<file path="src/rtl/score_arb_pkg.sv">
// -----------------------------------------------------------------------------
// score_arb_pkg
// Shared types and defaults for the ScoreTracker submission arbiter.
//   state_e     : transaction FSM states (idle, load, request, settle, result)
//   DEF_*       : default tracker widths, request code and phase lengths
//   cnt_width() : width of the phase down-counter for a given hold/settle pair
// -----------------------------------------------------------------------------
package score_arb_pkg;

  typedef enum logic [2:0] {
    ST_IDLE   = 3'd0,
    ST_LOAD   = 3'd1,
    ST_REQ    = 3'd2,
    ST_SETTLE = 3'd3,
    ST_RESULT = 3'd4
  } state_e;

  localparam int         DEF_ID_W     = 2;
  localparam int         DEF_SCORE_W  = 14;
  localparam logic [3:0] DEF_REQ_CODE = 4'd5;
  localparam int         DEF_REQ_HOLD = 1;
  localparam int         DEF_SETTLE   = 10;

  // The counter is loaded with (length - 1) and counts down to zero, so it
  // only has to represent values up to max(hold, settle) - 1.
  function automatic int cnt_width(input int hold, input int settle);
    int longest;
    longest = (hold > settle) ? hold : settle;
    return (longest <= 2) ? 1 : $clog2(longest);
  endfunction

  localparam int DEF_CNT_W = cnt_width(DEF_REQ_HOLD, DEF_SETTLE);

endpackage

</file>
<file path="src/rtl/score_submit_arbiter_rr_arbiter.sv">
// -----------------------------------------------------------------------------
// rr_arbiter
// Combinational round-robin picker: returns the first requesting station at
// or above ptr, wrapping past the top back to station 0.
//   req       : per-station request vector
//   ptr       : station with highest priority this cycle
//   grant     : one-hot grant (all zero when nothing requests)
//   grant_idx : index of the granted station
//   any_grant : at least one station requested
// -----------------------------------------------------------------------------
module rr_arbiter #(
  parameter  int NUM_PLAYERS = 4,
  localparam int IDX_W       = (NUM_PLAYERS > 1) ? $clog2(NUM_PLAYERS) : 1
) (
  input  logic [NUM_PLAYERS-1:0] req,
  input  logic [IDX_W-1:0]       ptr,
  output logic [NUM_PLAYERS-1:0] grant,
  output logic [IDX_W-1:0]       grant_idx,
  output logic                   any_grant
);

  always_comb begin
    logic [IDX_W-1:0] idx;
    grant     = '0;
    grant_idx = '0;
    any_grant = 1'b0;
    idx       = '0;
    for (int k = 0; k < NUM_PLAYERS; k++) begin
      idx = IDX_W'((int'(ptr) + k) % NUM_PLAYERS);
      if (!any_grant && req[idx]) begin
        any_grant      = 1'b1;
        grant[idx]     = 1'b1;
        grant_idx      = idx;
      end
    end
  end

endmodule

</file>
<file path="src/rtl/score_submit_arbiter.sv">
// -----------------------------------------------------------------------------
// score_submit_arbiter
// Shares one ScoreTracker among NUM_PLAYERS stations. A submission is granted
// round-robin in IDLE, then the tracker transaction is sequenced:
// LOAD (id/score) -> REQ (score_req = REQ_CODE for REQ_HOLD cycles) ->
// SETTLE (SETTLE cycles) -> RESULT (one-cycle res_valid to the requester).
//
// Ports
//   clk, rst            : clock, synchronous active-low reset
//   sub_valid/sub_score : per-station submission (score i at [i*SCORE_W +: SCORE_W])
//   sub_ready           : one-hot grant pulse, score captured in that cycle
//   res_valid           : one-hot result pulse to the granted station
//   res_personal/global : winner flags, qualified by res_valid, held until next RESULT
//   busy                : high whenever the FSM is not in IDLE
//   trk_*               : ScoreTracker interface
//
// Build option
//   SCORE_ARB_ZERO_FILTER_EN : a granted score of zero skips the tracker and
//                              goes straight to RESULT with both flags clear.
// -----------------------------------------------------------------------------
module score_submit_arbiter
  import score_arb_pkg::*;
#(
  parameter int         NUM_PLAYERS = 4,
  parameter int         ID_W        = DEF_ID_W,
  parameter int         SCORE_W     = DEF_SCORE_W,
  parameter logic [3:0] REQ_CODE    = DEF_REQ_CODE,
  parameter int         REQ_HOLD    = DEF_REQ_HOLD,
  parameter int         SETTLE      = DEF_SETTLE
) (
  input  logic                           clk,
  input  logic                           rst,
  input  logic [NUM_PLAYERS-1:0]         sub_valid,
  input  logic [NUM_PLAYERS*SCORE_W-1:0] sub_score,
  output logic [NUM_PLAYERS-1:0]         sub_ready,
  output logic [NUM_PLAYERS-1:0]         res_valid,
  output logic                           res_personal,
  output logic                           res_global,
  output logic                           busy,
  output logic [ID_W-1:0]                trk_player_id,
  output logic [SCORE_W-1:0]             trk_score,
  output logic [3:0]                     trk_score_req,
  input  logic                           trk_personal_winner,
  input  logic                           trk_global_winner
);

  localparam int IDX_W = (NUM_PLAYERS > 1) ? $clog2(NUM_PLAYERS) : 1;
  localparam int CNT_W = cnt_width(REQ_HOLD, SETTLE);

  state_e             state_q, state_d;
  logic [CNT_W-1:0]   cnt_q, cnt_d;
  logic [IDX_W-1:0]   ptr_q, ptr_d;
  logic [IDX_W-1:0]   gidx_q, gidx_d;
  logic [ID_W-1:0]    id_q, id_d;
  logic [SCORE_W-1:0] score_q, score_d;
  logic               rp_q, rp_d;
  logic               rg_q, rg_d;

  logic [NUM_PLAYERS-1:0] arb_grant;
  logic [IDX_W-1:0]       arb_idx;
  logic                   arb_any;
  logic [SCORE_W-1:0]     sel_score;

  rr_arbiter #(
    .NUM_PLAYERS (NUM_PLAYERS)
  ) u_rr_arbiter (
    .req       (sub_valid),
    .ptr       (ptr_q),
    .grant     (arb_grant),
    .grant_idx (arb_idx),
    .any_grant (arb_any)
  );

  assign sel_score = sub_score[arb_idx*SCORE_W +: SCORE_W];

  always_comb begin
    state_d       = state_q;
    cnt_d         = cnt_q;
    ptr_d         = ptr_q;
    gidx_d        = gidx_q;
    id_d          = id_q;
    score_d       = score_q;
    rp_d          = rp_q;
    rg_d          = rg_q;
    sub_ready     = '0;
    res_valid     = '0;
    trk_score_req = '0;

    case (state_q)
      ST_IDLE: begin
        // Grant is suppressed while reset is asserted so no station sees a
        // handshake for a capture that will never happen.
        if (arb_any && rst) begin
          sub_ready = arb_grant;
          gidx_d    = arb_idx;
`ifdef SCORE_ARB_ZERO_FILTER_EN
          if (sel_score == '0) begin
            rp_d    = 1'b0;
            rg_d    = 1'b0;
            state_d = ST_RESULT;
          end else begin
            id_d    = ID_W'(arb_idx);
            score_d = sel_score;
            state_d = ST_LOAD;
          end
`else
          id_d    = ID_W'(arb_idx);
          score_d = sel_score;
          state_d = ST_LOAD;
`endif
        end
      end

      ST_LOAD: begin
        cnt_d   = CNT_W'(REQ_HOLD - 1);
        state_d = ST_REQ;
      end

      ST_REQ: begin
        trk_score_req = REQ_CODE;
        if (cnt_q == '0) begin
          cnt_d   = CNT_W'(SETTLE - 1);
          state_d = ST_SETTLE;
        end else begin
          cnt_d = cnt_q - 1'b1;
        end
      end

      ST_SETTLE: begin
        if (cnt_q == '0) begin
          // Last settle cycle: tracker outputs are valid, register them.
          rp_d    = trk_personal_winner;
          rg_d    = trk_global_winner;
          state_d = ST_RESULT;
        end else begin
          cnt_d = cnt_q - 1'b1;
        end
      end

      ST_RESULT: begin
        res_valid[gidx_q] = 1'b1;
        ptr_d   = (gidx_q == IDX_W'(NUM_PLAYERS - 1)) ? '0 : gidx_q + 1'b1;
        state_d = ST_IDLE;
      end

      default: state_d = ST_IDLE;
    endcase
  end

  always_ff @(posedge clk) begin
    if (!rst) begin
      state_q <= ST_IDLE;
      cnt_q   <= '0;
      ptr_q   <= '0;
      gidx_q  <= '0;
      id_q    <= '0;
      score_q <= '0;
      rp_q    <= 1'b0;
      rg_q    <= 1'b0;
    end else begin
      state_q <= state_d;
      cnt_q   <= cnt_d;
      ptr_q   <= ptr_d;
      gidx_q  <= gidx_d;
      id_q    <= id_d;
      score_q <= score_d;
      rp_q    <= rp_d;
      rg_q    <= rg_d;
    end
  end

  assign busy          = (state_q != ST_IDLE);
  assign trk_player_id = id_q;
  assign trk_score     = score_q;
  assign res_personal  = rp_q;
  assign res_global    = rg_q;

endmodule

</file>
<file path="config.mk">
export PLATFORM = sky130hd
export DESIGN_NAME = score_submit_arbiter
export DESIGN_NICKNAME = d
export VERILOG_FILES = /design/src/rtl/score_arb_pkg.sv /design/src/rtl/score_submit_arbiter_rr_arbiter.sv /design/src/rtl/score_submit_arbiter.sv
export SDC_FILE = /design/constraint.sdc
export NUM_CORES = 1
export LEC_CHECK = 0
export CAP_MARGIN = 5
export CORE_ASPECT_RATIO = 0.9
export CORE_MARGIN = 2
export CORE_UTILIZATION = 37
export CTS_CLUSTER_SIZE = 10
export DETAILED_ROUTE_END_ITERATION = 12
export PLACE_DENSITY = 0.69
export REMOVE_ABC_BUFFERS = 1
export SYNTH_ARGS = -nofsm -noshare
export SYNTH_HDL_FRONTEND = slang
export SYNTH_SLANG_ARGS = --single-unit
</file>
<file path="constraint.sdc">
create_clock -name clk -period 4.8 [get_ports clk]
set_clock_uncertainty 0.2 [all_clocks]
set_input_delay 1.2 -clock clk [delete_from_list [all_inputs] [get_ports clk]]
set_output_delay 1.2 -clock clk [all_outputs]
set_load 0.005 [all_outputs]
</file>
==> load_flow_metrics.sql <==
INSERT INTO impl_metrics (metric_group, metric, value, unit) VALUES
('route', 'route.final.wire_length', '7.33', 'mm'),
('clocking', 'htree_num_levels', '1', ''),
('final_layout', 'finalNetCount', '464', ''),
('synthesis', 'syn-mean-instance-area', '8.48', 'µm²'),
('synthesis', 'synthXorXnorAreaFrac', '1.04', '%'),
('final_layout', 'area_delta_synth_final', '41.9', '%'),
('clocking', 'clockBufferDepth', '2', ''),
('synthesis', 'post_synth_adder_cell_area', '6.44', '%'),
('power', 'power.combinational.fraction', '54.8', '%'),
('sta', 'period_minus_slack', '4.70', 'ns'),
('sta', 'setup_violations', '0', ''),
('sta', 'timing.slew.headroom', '57.1', '%'),
('route', 'detailedRoute.firstPassIterationCount', '5', ''),
('sta', 'period_share', '98.0', '%'),
('floorplanning', 'die-width', '91.1', 'µm'),
('setup_path', 'cp_max_fo', '5', ''),
('power', 'clkPwrFrac', '12.3', '%'),
('synthesis', 'asyncSetResetFlopFracSynth', '0', '%'),
('place', 'gp_congestion', '0.826', ''),
('power', 'internal_power', '694', 'µW'),
('route', 'drt-wirelength-per-cell', '15.4', 'µm'),
('synthesis', 'synth_commonest_cells', 'mux2i_1 (33), dfxtp_1 (27), nor2_1 (22)', ''),
('clocking', 'cts.sinks', '27', ''),
('synthesis', 'synth.area.mux_share', '17.2', '%'),
('synthesis', 'mapped_cells', '298', ''),
('run', 'maxCapViolCount', '0', ''),
('synthesis', 'synth_area_leader', 'dfxtp_1', ''),
('sta', 'timing.setup.tns', '0', 'ns'),
('synthesis', 'postSynth.topFlopCell', 'dfxtp_1', ''),
('status', 'run_status', 'complete, no violations', ''),
('power', 'power.share.switching', '38.9', '%'),
('synthesis', 'yosys.cell_count.top_type', 'mux2i_1', ''),
('clocking', 'tritoncts', 'built', ''),
('synthesis', 'synth-edff-count', '0', ''),
('place', 'placedCellCount', '472', ''),
('synthesis', 'sequential_area_share_after_synthesis', '21.4', '%'),
('clocking', 'clk_latency', '0.28', 'ns'),
('synthesis', 'synth_compound_area_share', '27.9', '%'),
('synthesis', 'synth_warnings', '0', ''),
('route', 'viasPerCell', '5.53', ''),
('clocking', 'postCtsSetupBuffers', '0', ''),
('route', 'drtAntennaViolNets', '0', ''),
('place', 'hpwlAfterDp', '5.55', 'mm'),
('power', 'seq_power_share', '33.0', '%'),
('floorplanning', 'fp-row-count', '28', ''),
('final_layout', 'filler_cell_count', '640', ''),
('sta', 'timing.hold.ws', '0.323', 'ns'),
('floorplanning', 'die_height', '82.4', 'µm'),
('clocking', 'numCtsBuffers', '3', ''),
('sta', 'timing.final.max_slew_violations', '0', ''),
('grt', 'grt_first_pass_wirelength', '11.7', 'mm'),
('setup_path', 'cp.required', '3.40', 'ns'),
('route', 'dr.first_iter.drc_count', '155', ''),
('final_layout', 'drive_gt1_share', '9.84', '%'),
('grt', 'antenna_found_initial', '0', ''),
('floorplanning', 'initial_cell_density_of_the_core', '38.4', '%'),
('synthesis', 'combinational_family_with_the_most_area_after_synthesis', 'compound AO/OA/AOI/OAI gates', ''),
('synthesis', 'ys_ff_latch', '27', ''),
('clocking', 'cts_hold_buffers', '0', ''),
('setup_path', 'startpoint_type', 'input pin', ''),
('setup_path', 'criticalPathCategory', 'in2out', ''),
('power', 'post-layout-total-power', '1140', 'µW'),
('place', 'io_buffers', '92', ''),
('power', 'pwr_density_cell', '317', 'nW/µm²'),
('grt', 'globalRouteOverflowTotal', '0', ''),
('synthesis', 'yosys.area_share.simple', '17.6', '%'),
('synthesis', 'yosys.area.top_type_share', '21.4', '%'),
('final_layout', 'instances_no_fill', '476', ''),
('clocking', 'cts-root-buf', 'clkbuf_8', ''),
('power', 'total_switching_power', '442', 'µW'),
('sta', 'fmaxAchievable', '213', 'MHz');
cell type report:
type | instances | area [µm²] | area share, %
clock buffer | 3 | 41.3 | 1.15
clock inverter | 1 | 7.51 | 0.209
inverter | 13 | 48.8 | 1.36
multi-input combinational | 234 | 1790 | 50.0
sequential | 27 | 541 | 15.1
tap | 90 | 113 | 3.14
timing repair buffer | 108 | 1040 | 29.1
layer usage:
metal  track usage [%]  part of all wire (%)
met1              24.5                    44
met2              32.0                    45
met3              5.54                   9.3
met4              4.24                   1.3
met5                 0                     0
final timing paths:
check                             startpoint            to  slack (ns)  depth (start not counted)
worst max-delay path            sub_valid[1]  sub_ready[0]         0.1                          8
worst min-delay path              res_global    res_global        0.32                          2
worst min register to register    res_global    res_global        0.32                          2
worst max register to register      ptr_q[1]  trk_score[6]        1.56                          9
what timing repair did:
item                                    4_1_cts  5_1_grt
endpoints found under the setup margin        4        4
resized for setup                             1        3
pin swaps                                     0        0
worst max-delay path, cell delays in order:
cell             delay [ns]
clkdlybuf4s50_1        0.47
mux4_2                 0.53
nor2b_4                0.17
a22oi_1                0.14
nor2_1                 0.06
a221oi_1               0.23
nor2_1                 0.07
clkdlybuf4s50_1        0.44
sequential cells by signal, indices dropped and copies added, names as in the netlist:
signal,count
cnt_q,4
ptr_q,2
res_global,1
res_personal,1
state_q,3
trk_player_id,2
trk_score,14
cells by family after synthesis:
logic type      Yosys count
mux                      39
xor+xnor                  3
other cells               1
simple gates             84
buf+inv                  38
compound gates           93
flops                    27
fa+ha+maj                13
cells in the final DEF (no fill, tap or decap), types with 3 or more instances in the layout:
cell | synthesis | routed
nand2_1 | 20 | 20
clkdlybuf4s50_1 | 0 | 90
o211ai_1 | 3 | 3
mux4_2 | 3 | 3
a211oi_1 | 8 | 8
a21oi_1 | 15 | 15
a221oi_1 | 7 | 6
nor2_1 | 22 | 22
dfxtp_1 | 27 | 27
o22ai_1 | 5 | 5
mux2i_1 | 33 | 33
clkbuf_8 | 0 | 3
buf_4 | 6 | 16
a22o_1 | 5 | 5
and3_1 | 5 | 5
a31oi_1 | 3 | 3
nor3_1 | 5 | 5
o21ai_1 | 8 | 8
a221oi_2 | 2 | 3
ha_1 | 13 | 13
inv_1 | 13 | 13
o2bb2ai_1 | 8 | 8
nor2b_1 | 11 | 11
a222oi_1 | 7 | 7
a22oi_1 | 7 | 7
a21o_1 | 3 | 3
o21ai_0 | 6 | 6
power groups by stage:
stage                     Combinational [µW]  Sequential [µW]  Clock, µW
after floorplan                          343              365          0
after global placement                   615              374          0
after detailed placement                 622              377          0
after CTS                                626              373        144
after global routing                     692              386        152
final                                    622              374        140
through the flow:
stage                     setup slack [ns]  cell area, µm²
final                               0.0973            3580
after floorplan                     -0.164            2370
after global routing               -0.0149            3580
after CTS                          0.00688            3570
after global placement              0.0309            3520
after detailed placement           -0.0136            3520
Note: power is estimated with default switching activity, not from simulation.
